--- config.mk ---
export PLATFORM = sky130hd
export DESIGN_NAME = arbitro_memoria_flat
export DESIGN_NICKNAME = d
export VERILOG_FILES = /design/src/rtl/arbitro_memoria_pkg.sv /design/src/rtl/arbitro_memoria_if.sv /design/src/rtl/arbitro_memoria_rr2.sv /design/src/rtl/arbitro_memoria.sv /design/src/flat_wrapper.sv
export SDC_FILE = /design/constraint.sdc
export NUM_CORES = 1
export LEC_CHECK = 0
export CORE_MARGIN = 3
export CORE_UTILIZATION = 36
export CTS_CLUSTER_SIZE = 20
export DETAILED_ROUTE_END_ITERATION = 10
export PLACE_DENSITY = 0.77
export SETUP_SLACK_MARGIN = 0.05
export SLEW_MARGIN = 40
export SYNTH_ARGS = -nofsm -noshare
export SYNTH_HDL_FRONTEND = slang
export SYNTH_HIERARCHICAL = 1
export SYNTH_SLANG_ARGS = --single-unit
--- constraint.sdc ---
create_clock -name clock -period 2.3 [get_ports clock]
set_clock_uncertainty 0.15 [all_clocks]
set_input_delay 0.23 -clock clock [delete_from_list [all_inputs] [get_ports clock]]
set_output_delay 0.23 -clock clock [all_outputs]
set_load 0.05 [all_outputs]
--- src/rtl/arbitro_memoria_pkg.sv ---
// Shared types and constants for the memory arbiter slice.
// The FSM encoding and the port identifiers are used by the arbiter top,
// its round-robin picker and any bench that wants to decode the debug state.
package mem_pkg;

    // Arbiter FSM states; encoding 3 is never produced and falls back to IDLE
    typedef enum logic [1:0] {
        IDLE   = 2'd0,
        ACCESS = 2'd1,
        RESP   = 2'd2
    } arb_st_t;

    // Port identifiers, also the encoding of the owner output
    localparam logic PORT_F = 1'b0;
    localparam logic PORT_D = 1'b1;

    // Width of the read-latency counter (holds LAT-1 for LAT up to 15)
    localparam int CNT_W = 4;

    // Value loaded into the latency counter on a grant
    function automatic logic [CNT_W-1:0] cntInit(input int lat);
        return CNT_W'(lat - 1);
    endfunction

endpackage

--- src/rtl/arbitro_memoria_if.sv ---
// Bus bundle between the two requesters (fetch F and load/store D),
// the arbiter and the shared memory.
// The slave modport is the arbiter's view; master is the requester/memory side.
interface arbitro_memoria_if #(
    parameter int ADDR_W = 32,
    parameter int DATA_W = 32
);

    // Fetch port
    logic              f_req;
    logic [ADDR_W-1:0] f_addr;
    logic              f_done;

    // Load/store port
    logic              d_req;
    logic              d_we;
    logic [ADDR_W-1:0] d_addr;
    logic [DATA_W-1:0] d_wdata;
    logic              d_done;

    // Shared read data returned to whichever port was served
    logic [DATA_W-1:0] rdata;

    // Memory side
    logic [ADDR_W-1:0] mem_addr;
    logic [DATA_W-1:0] mem_wdata;
    logic              mem_we;
    logic [DATA_W-1:0] mem_rdata;

    // Debug visibility
    logic              owner;
    logic [1:0]        state;

    modport slave (
        input  f_req, f_addr,
        input  d_req, d_we, d_addr, d_wdata,
        input  mem_rdata,
        output f_done, d_done, rdata,
        output mem_addr, mem_wdata, mem_we,
        output owner, state
    );

    modport master (
        output f_req, f_addr,
        output d_req, d_we, d_addr, d_wdata,
        output mem_rdata,
        input  f_done, d_done, rdata,
        input  mem_addr, mem_wdata, mem_we,
        input  owner, state
    );

endinterface

--- src/rtl/arbitro_memoria_rr2.sv ---
// Two-way round-robin pick between the fetch and load/store requesters.
// Purely combinational: the caller owns the "last winner" register.
module arbitro_rr2
    import mem_pkg::*;
(
    input  logic f_req_i,
    input  logic d_req_i,
    input  logic rr_last_i,
    output logic grant_o,
    output logic winner_o
);

    // A lone requester always wins; on a conflict the port that did not win last time goes
    always_comb begin
        grant_o  = f_req_i | d_req_i;
        winner_o = PORT_F;
        if (f_req_i && d_req_i) begin
            winner_o = ~rr_last_i;
        end else if (d_req_i) begin
            winner_o = PORT_D;
        end
    end

endmodule

--- src/rtl/arbitro_memoria.sv ---
// Memory arbiter for the multicycle MIPS datapath.
// Shares one instruction/data memory between fetch (F) and load/store (D),
// sequencing every access through IDLE -> ACCESS -> RESP so the control unit
// only raises a request and waits for its done pulse.
// All memory-facing outputs come from registers latched at grant time.
module arbitro_memoria
    import mem_pkg::*;
#(
    parameter int ADDR_W = 32,
    parameter int DATA_W = 32,
    parameter int LAT    = 2
) (
    input  logic               clock,
    input  logic               reset,
    arbitro_memoria_if.slave   bus
);

    localparam logic [CNT_W-1:0] CNT_LOAD = cntInit(LAT);

    arb_st_t           state_q,  state_d;
    logic [CNT_W-1:0]  cnt_q,    cnt_d;
    logic              owner_q,  owner_d;
    logic              rrLast_q, rrLast_d;
    logic [ADDR_W-1:0] addr_q,   addr_d;
    logic [DATA_W-1:0] wdata_q,  wdata_d;
    logic              we_q,     we_d;
    logic [DATA_W-1:0] rdata_q,  rdata_d;

    logic              grant;
    logic              winner;

    arbitro_rr2 u_rr2 (
        .f_req_i   (bus.f_req),
        .d_req_i   (bus.d_req),
        .rr_last_i (rrLast_q),
        .grant_o   (grant),
        .winner_o  (winner)
    );

    // State and datapath registers; reset leaves rrLast on D so F wins the first conflict
    always_ff @(posedge clock or negedge reset) begin
        if (!reset) begin
            state_q  <= IDLE;
            cnt_q    <= '0;
            owner_q  <= PORT_F;
            rrLast_q <= PORT_D;
            addr_q   <= '0;
            wdata_q  <= '0;
            we_q     <= 1'b0;
            rdata_q  <= '0;
        end else begin
            state_q  <= state_d;
            cnt_q    <= cnt_d;
            owner_q  <= owner_d;
            rrLast_q <= rrLast_d;
            addr_q   <= addr_d;
            wdata_q  <= wdata_d;
            we_q     <= we_d;
            rdata_q  <= rdata_d;
        end
    end

    // Next-state logic: grant and latch in IDLE, count out the read latency in ACCESS, one-cycle RESP
    always_comb begin
        state_d  = state_q;
        cnt_d    = cnt_q;
        owner_d  = owner_q;
        rrLast_d = rrLast_q;
        addr_d   = addr_q;
        wdata_d  = wdata_q;
        we_d     = we_q;
        rdata_d  = rdata_q;

        case (state_q)
            IDLE: begin
                if (grant) begin
                    owner_d  = winner;
                    rrLast_d = winner;
                    if (winner == PORT_D) begin
                        addr_d  = bus.d_addr;
                        wdata_d = bus.d_wdata;
                        we_d    = bus.d_we;
                    end else begin
                        addr_d  = bus.f_addr;
                        wdata_d = '0;
                        we_d    = 1'b0;
                    end
                    cnt_d   = CNT_LOAD;
                    state_d = ACCESS;
                end
            end

            ACCESS: begin
                if (we_q) begin
                    state_d = RESP;
                end else if (cnt_q != '0) begin
                    cnt_d = cnt_q - 1'b1;
                end else begin
                    rdata_d = bus.mem_rdata;
                    state_d = RESP;
                end
            end

            RESP: begin
                state_d = IDLE;
            end

            default: begin
                state_d = IDLE;
            end
        endcase
    end

    // Writes spend exactly one cycle in ACCESS, so this gives a single registered-only write pulse
    assign bus.mem_we    = (state_q == ACCESS) && we_q;
    assign bus.mem_addr  = addr_q;
    assign bus.mem_wdata = wdata_q;

    // Done pulses go only to the port that owns the current access
    assign bus.f_done = (state_q == RESP) && (owner_q == PORT_F);
    assign bus.d_done = (state_q == RESP) && (owner_q == PORT_D);

    assign bus.rdata = rdata_q;
    assign bus.owner = owner_q;
    assign bus.state = state_q;

endmodule

--- src/flat_wrapper.sv ---
// flat-port wrapper written by rule: the top's interface ports become plain ports
module arbitro_memoria_flat import mem_pkg::*;
#(
    parameter int ADDR_W = 32,
    parameter int DATA_W = 32,
    parameter int LAT    = 2
)
  (clock, reset, bus_f_req, bus_f_addr, bus_d_req, bus_d_we, bus_d_addr, bus_d_wdata, bus_mem_rdata, bus_f_done, bus_d_done, bus_rdata, bus_mem_addr, bus_mem_wdata, bus_mem_we, bus_owner, bus_state);
  arbitro_memoria_if #(.ADDR_W(ADDR_W), .DATA_W(DATA_W)) bus_i ();
  input  logic clock;
  input  logic reset;
  input wire logic [$bits(bus_i.f_req)-1:0] bus_f_req;
  input wire logic [$bits(bus_i.f_addr)-1:0] bus_f_addr;
  input wire logic [$bits(bus_i.d_req)-1:0] bus_d_req;
  input wire logic [$bits(bus_i.d_we)-1:0] bus_d_we;
  input wire logic [$bits(bus_i.d_addr)-1:0] bus_d_addr;
  input wire logic [$bits(bus_i.d_wdata)-1:0] bus_d_wdata;
  input wire logic [$bits(bus_i.mem_rdata)-1:0] bus_mem_rdata;
  output wire logic [$bits(bus_i.f_done)-1:0] bus_f_done;
  output wire logic [$bits(bus_i.d_done)-1:0] bus_d_done;
  output wire logic [$bits(bus_i.rdata)-1:0] bus_rdata;
  output wire logic [$bits(bus_i.mem_addr)-1:0] bus_mem_addr;
  output wire logic [$bits(bus_i.mem_wdata)-1:0] bus_mem_wdata;
  output wire logic [$bits(bus_i.mem_we)-1:0] bus_mem_we;
  output wire logic [$bits(bus_i.owner)-1:0] bus_owner;
  output wire logic [$bits(bus_i.state)-1:0] bus_state;
  assign bus_i.f_req = bus_f_req;
  assign bus_i.f_addr = bus_f_addr;
  assign bus_i.d_req = bus_d_req;
  assign bus_i.d_we = bus_d_we;
  assign bus_i.d_addr = bus_d_addr;
  assign bus_i.d_wdata = bus_d_wdata;
  assign bus_i.mem_rdata = bus_mem_rdata;
  assign bus_f_done = bus_i.f_done;
  assign bus_d_done = bus_i.d_done;
  assign bus_rdata = bus_i.rdata;
  assign bus_mem_addr = bus_i.mem_addr;
  assign bus_mem_wdata = bus_i.mem_wdata;
  assign bus_mem_we = bus_i.mem_we;
  assign bus_owner = bus_i.owner;
  assign bus_state = bus_i.state;
  arbitro_memoria #(.ADDR_W(ADDR_W), .DATA_W(DATA_W), .LAT(LAT)) u_core (.clock(clock), .reset(reset), .bus(bus_i));
endmodule
# Yosys cells after proc, flatten, opt, wreduce, memory -nomap -nowiden
# Cells that the tools add are included.
# Widths: inputs -> output; s select.
[totals]
register_bits = 105
input_bits = 133
out_inout_bits = 102
elab_cells = 44
[classes]
add_sub_neg = 1
n_eq_ne = 6
n_mux = 13
bitwise_logic = 5
n_reduce_logical = 11
[ops]
columns = ["cell", "n"]
rows = [
  ["$mux 32", 2],
  ["$mux 4", 3],
  ["$pmux 4 s2", 1],
  ["$mux 2", 3],
  ["$logic_and 1x1->1", 4],
  ["$ne 2x1->1 const B", 2],
  ["$not 1->1", 4],
  ["$pmux 2 s2", 1],
  ["$reduce_and 2->1", 2],
  ["$reduce_and 4->1", 1],
  ["$reduce_bool 4->1", 1],
  ["$sub 4x1->4 const B", 1],
  ["$mux 1", 3],
  ["$ne 3x2->1 const B", 1],
  ["$reduce_and 3->1", 1],
  ["$eq 2x1->1 const B", 1],
  ["$eq 2x2->1 const B", 1],
  ["$logic_not 2->1", 1],
  ["$ne 2x2->1 const B", 1],
  ["$reduce_bool 2->1", 1],
  ["$or 1x1->1", 1],
]

# Depth between registers and ports, before layout
# Gate-level depths: netlist (run 1).
[depth]
word_depth = 4
mapped_depth = 7
depth_no_buf = 5

# Cells and area by module
# Netlist (run 1), hierarchy kept.
[modules_own_cells]
columns = ["module", "n_inst", "cells_per_inst", "area_per_inst_um2"]
rows = [
  ["arbitro_memoria", 1, 390, 4481.8],
  ["arbitro_rr2", 1, 2, 13.8],
]

# Least setup slack after synthesis (run 1)
# Ideal clock, no wire load.
[synth_path]
path_type = "flip-flop to output port"
start = "reg u_core.state_q[1], in the netlist u_core/bus.state[1]"
end = "out bus_f_done"
arrival_ns = 1.911
path_slack_ns = 0.009
stages_incl_launch_ff = 2
path_buffers = 0
path_cell_list = "dfrtp_1 > nor3b_1"
[synth_via]
elab_chain_cells = 2
[synth_lines]
columns = ["element", "line_no", "source"]
rows = [
  ["start: declaration", "arbitro_memoria.sv:20", "arb_st_t state_q, state_d;"],
  ["start signal: assignment", "arbitro_memoria.sv:52", "state_q <= state_d;"],
  ["$eq 2x2->1", "arbitro_memoria.sv:120", "assign bus.f_done = (state_q == RESP) && (owner_q == PORT_F);"],
  ["$logic_and 1x1->1", "arbitro_memoria.sv:120", ""],
  ["end: declaration", "flat_wrapper.sv:19", "output wire logic [$bits(bus_i.f_done)-1:0] bus_f_done;"],
]
# No other way between the ends.

# Worst setup path after layout (run 1)
[layout_path]
start = "reg u_core.cnt_q[0]"
end = "reg u_core.rdata_q[23], in the netlist u_core/bus.rdata[23]"
[layout_via]
elab_chain_cells = 3
[layout_lines]
columns = ["element", "line_no", "source"]
rows = [
  ["start: declaration", "arbitro_memoria.sv:21", "logic [CNT_W-1:0] cnt_q, cnt_d;"],
  ["start signal: assignment", "arbitro_memoria.sv:53", "cnt_q <= cnt_d;"],
  ["$reduce_bool 4->1", "arbitro_memoria.sv:96", "end else if (cnt_q != '0) begin"],
  ["$not 1->1 (no source line)", "n/a", ""],
  ["$reduce_and 3->1 (no source line)", "n/a", ""],
  ["end signal: assignment", "arbitro_memoria.sv:59", "rdata_q <= rdata_d;"],
  ["end: declaration", "arbitro_memoria.sv:27", "logic [DATA_W-1:0] rdata_q, rdata_d;"],
]
# No other way between the ends.
# A chain may end at the register's enable or synchronous reset.

==> key figures, run 1 <==
Pwr
  – Static leakage: 3.42 nW
  – Worst vdd ir: 0.817 mV
  – Final Power: 11.9 mW
  – PwrDens: 1600 nW/um2

Route
  – Routed Antenna Nets: 0
  – Drt pass-1 iters: 4
  – Avg Vias per Cell: 4.66
  – Iter 0 DRT Violations: 173
  – Vias: 3715
  – Final wirelength: 13000 um
  – WL per Instance: 16.3 um
  – Drt drc: 0

Global route
  – Routing usage on met3: 7.69%
  – GRT met1 Usage: 22.7%
  – Global-route layer with the greatest usage: met2
  – Vias in the first global route: 3899
  – First-pass GRT wire length: 21400 um
  – GRT overflow: 0
  – Total GRT Usage: 19.4%
  – Initial antenna violation count: 0
  – Met2 Use GR: 33.5%
  – Largest net degree at the start of global routing: 63

Synth
  – Multiplexer share of the synthesized area: 17.9%
  – Number of enable flip-flop cells after synthesis: 0
  – Post-Synth Simple-Gate Area: 14.5%
  – Synth Area in Adders: 0.557%
  – Syn avg cell area: 11.5 um2
  – Largest family of logic cells by synthesized area: multiplexers
  – Largest area contributor in the netlist: dfrtp_1
  – Most frequent cell after synthesis: dfrtp_1
  – Top post-synthesis cells by area: dfrtp_1 58%, mux2_4 10%, nand2_1 8.4%
  – Synth Warn #: 6
  – Compound-Gate Fraction of Synth Area: 4.79%
  – Mapped Nets: 527
  – Top cell type's share of synthesized area: 57.9%
  – Post-synthesis cell count: 392
  – Ys flop type: dfrtp_1
  – Distinct cells, synth: 29
  – XOR/XNOR share of the synthesized area: 0%
  – Seq/Total Area, Yosys: 58.5%
  – Leading cell types by count after synthesis: 104 x dfrtp_1, 101 x nand2_1, 35 x o21ai_0
  – FFs w/ async S/R, synth: 100%
  – Post-Syn Area: 4500 um2
  – FF+latch count, synth: 105

Floorplanning
  – Initial Util: 37.1%
  – Rows: 40
  – Die ar.: 13900 um2
  – Die extent in y: 118 um
  – I/O pin count: 235
  – Core box area: 12100 um2
  – Die width: 118 um

Outcome
  – Status: finished clean

Clock network
  – Clock transition at path regs: 70 ps
  – CTS Buf Count: 9
  – CTS Buffer Depth: 2
  – Root buffer cell: clkbuf_16
  – CTS Sinks: 105
  – CTS tree: built
  – Clock Latency Late Sink: 350 ps
  – H-Tree Depth: 3
  – Setup bufs post-CTS: 0

Worst setup path
  – CP max FO: 16
  – CP cell instances: inv_2 -> ha_1 -> or3b_4 -> or3_4 -> buf_12 -> mux2_4
  – Critical path startpoint category: register
  – Setup crit end kind: register
  – Reg2reg path depth: 6
  – Reg2reg end: u_core/bus.rdata[23]$_DFFE_PN0P_
  – Critical Path RT: 2390 ps
  – Max incr delay on CP: 410 ps
  – Crit path from: u_core/cnt_q[0]$_DFFE_PN0P_
  – R2R Setup Slk: 130 ps
  – RR Startpoint: u_core/cnt_q[0]$_DFFE_PN0P_
  – Slowest CP cell: dfrtp_1
  – Crit path kind: reg -> reg
  – Worst path arrival time: 2260 ps

Placed design
  – GPL Wtd Cong: 0.767
  – Hpwl dp: 9720 um
  – Number of port buffers: 234

Timing
  – Max Slew Vio Count: 0
  – Final setup viols: 0
  – Worst Tran Pin Value: 692 ps
  – Fmax: 0.460 GHz
  – Setup Total Neg Slack: 0 ps
  – Worst slew margin: 53.9%
  – RSZ-0062 raised after global routing: no
  – Min Tclk post-route: 2170 ps
  – WHS: 284 ps
  – Final hold vios: 0
  – Ratio of final minimum period to clock period: 94.5%

Min path
  – Worst Hold Depth: 3
  – Hold EP: u_core/bus.mem_wdata[23]$_DFFE_PN0P_
  – Hold Crit Start: bus_d_wdata[23]
  – Worst Hold Class: in -> reg

Cells and area
  – Area Overhead vs Synth: 65.0%
  – Ratio of cells with drive above 1 in the final layout: 11.4%
  – Final #Nets: 760
  – # diodes: 0

Job
  – Max-cap violations: 0
worst max path at each step:
stage	cells past startpoint	slack [ps]	endpoint
3_3_place_gp	6	90	u_core/bus.rdata[6]$_DFFE_PN0P_
2_1_floorplan	5	80	u_core/bus.rdata[10]$_DFFE_PN0P_
5_1_grt	6	70	u_core/bus.rdata[10]$_DFFE_PN0P_
3_5_place_dp	6	2	u_core/bus.rdata[8]$_DFFE_PN0P_
6_report	6	130	u_core/bus.rdata[23]$_DFFE_PN0P_
4_1_cts	6	120	u_core/bus.rdata[23]$_DFFE_PN0P_
metrics by stage:
step | worst slack, ps | instances | utilization (%) | instance area (um2)
3_5_place_dp | 1.99 | 780 | 58.3 | 7060
5_1_grt | 72.4 | 798 | 61.2 | 7420
4_1_cts | 121 | 798 | 61.2 | 7420
6_report | 127 | 798 | 61.2 | 7420
3_3_place_gp | 92.2 | 780 | 58.3 | 7060
2_1_floorplan | 83.2 | 392 | - | 4500
placed cells by master (no fill, tap or decap), types with 2 or more instances in the layout:
| cell type | Yosys | routed |
|---|---|---|
| dfrtp_1 | 104 | 104 |
| ha_1 | 2 | 2 |
| and3_1 | 3 | 3 |
| o21ai_0 | 35 | 35 |
| clkinvlp_4 | 0 | 2 |
| nand2_1 | 101 | 101 |
| nand3_1 | 33 | 33 |
| inv_1 | 4 | 3 |
| nor2_1 | 2 | 2 |
| mux2_2 | 3 | 3 |
| or3b_4 | 1 | 2 |
| buf_4 | 0 | 11 |
| clkdlybuf4s50_1 | 0 | 230 |
| clkbuf_16 | 0 | 9 |
| o22a_1 | 2 | 2 |
| clkbuf_1 | 19 | 2 |
| bufinv_16 | 0 | 2 |
| mux2_4 | 30 | 30 |
| a21oi_1 | 3 | 3 |
| mux2i_1 | 32 | 32 |
| buf_12 | 3 | 5 |
what timing repair did:
| action | 4_1_cts | 5_1_grt |
|---|---|---|
| resized for setup | 3 | 0 |
| hold buffers | 1 | 0 |
| endpoints found under the hold margin | 50 | 0 |
| setup endpoints to repair | 32 | 0 |
where the power goes:
part	internal (mW)	leakage [nW]	total, mW	switching, mW
sequential	2.73	1.30	3.24	0.505
clock	0.953	0.146	1.63	0.678
combinational	2.57	1.98	7.01	4.44
total	6.25	3.42	11.9	5.62
sequential cells by signal (all words and copies together) (netlist names):
name and count:
u_core/cnt_q 4, u_core/rrLast_q 1, u_core/bus.state 2, u_core/bus.owner 1
u_core/we_q 1, u_core/bus.rdata 32, u_core/bus.mem_wdata 32, u_core/bus.mem_addr 32
critical path: cells and delay by family, from the launching register on:
family | cells | cell delay, ps
flip-flops | 1 | 410
AND/OR/NAND/NOR | 2 | 760
buffers and inverters | 2 | 280
multiplexers | 1 | 310
adder cells (fa/ha/maj) | 1 | 150
area by class of cell:
cell class | instances | area, um2
Sequential cell | 105 | 2630
Multi-Input combinational cell | 257 | 1730
Clock inverter | 5 | 80.1
Clock buffer | 11 | 233
Timing Repair Buffer | 248 | 2520
Inverter | 4 | 15.0
Fill cell | 996 | 4700
Tap cell | 168 | 210
kinds of logic after synthesis:
group	count (synthesis)
adder cells (fa/ha/maj)	2
AO/OA/AOI/OAI	41
multiplexers	65
buffers and inverters	30
AND/OR/NAND/NOR	149
flip-flops	105
layer usage:
metal  vias to the layer above  wire [um]
met5                         -          0
met4                         0        185
met3                        18       1000
met2                       144       6680
met1                      1774       5170
li1                       1779          -
Note: power is estimated with default switching activity, not from simulation.
==> run 2, diff against run 1 <==
Settings changed: CTS_CLUSTER_SIZE 20 to 24.
==> results of run 2 <==
Final layout, timing and power as in run 1 (identical DEF).
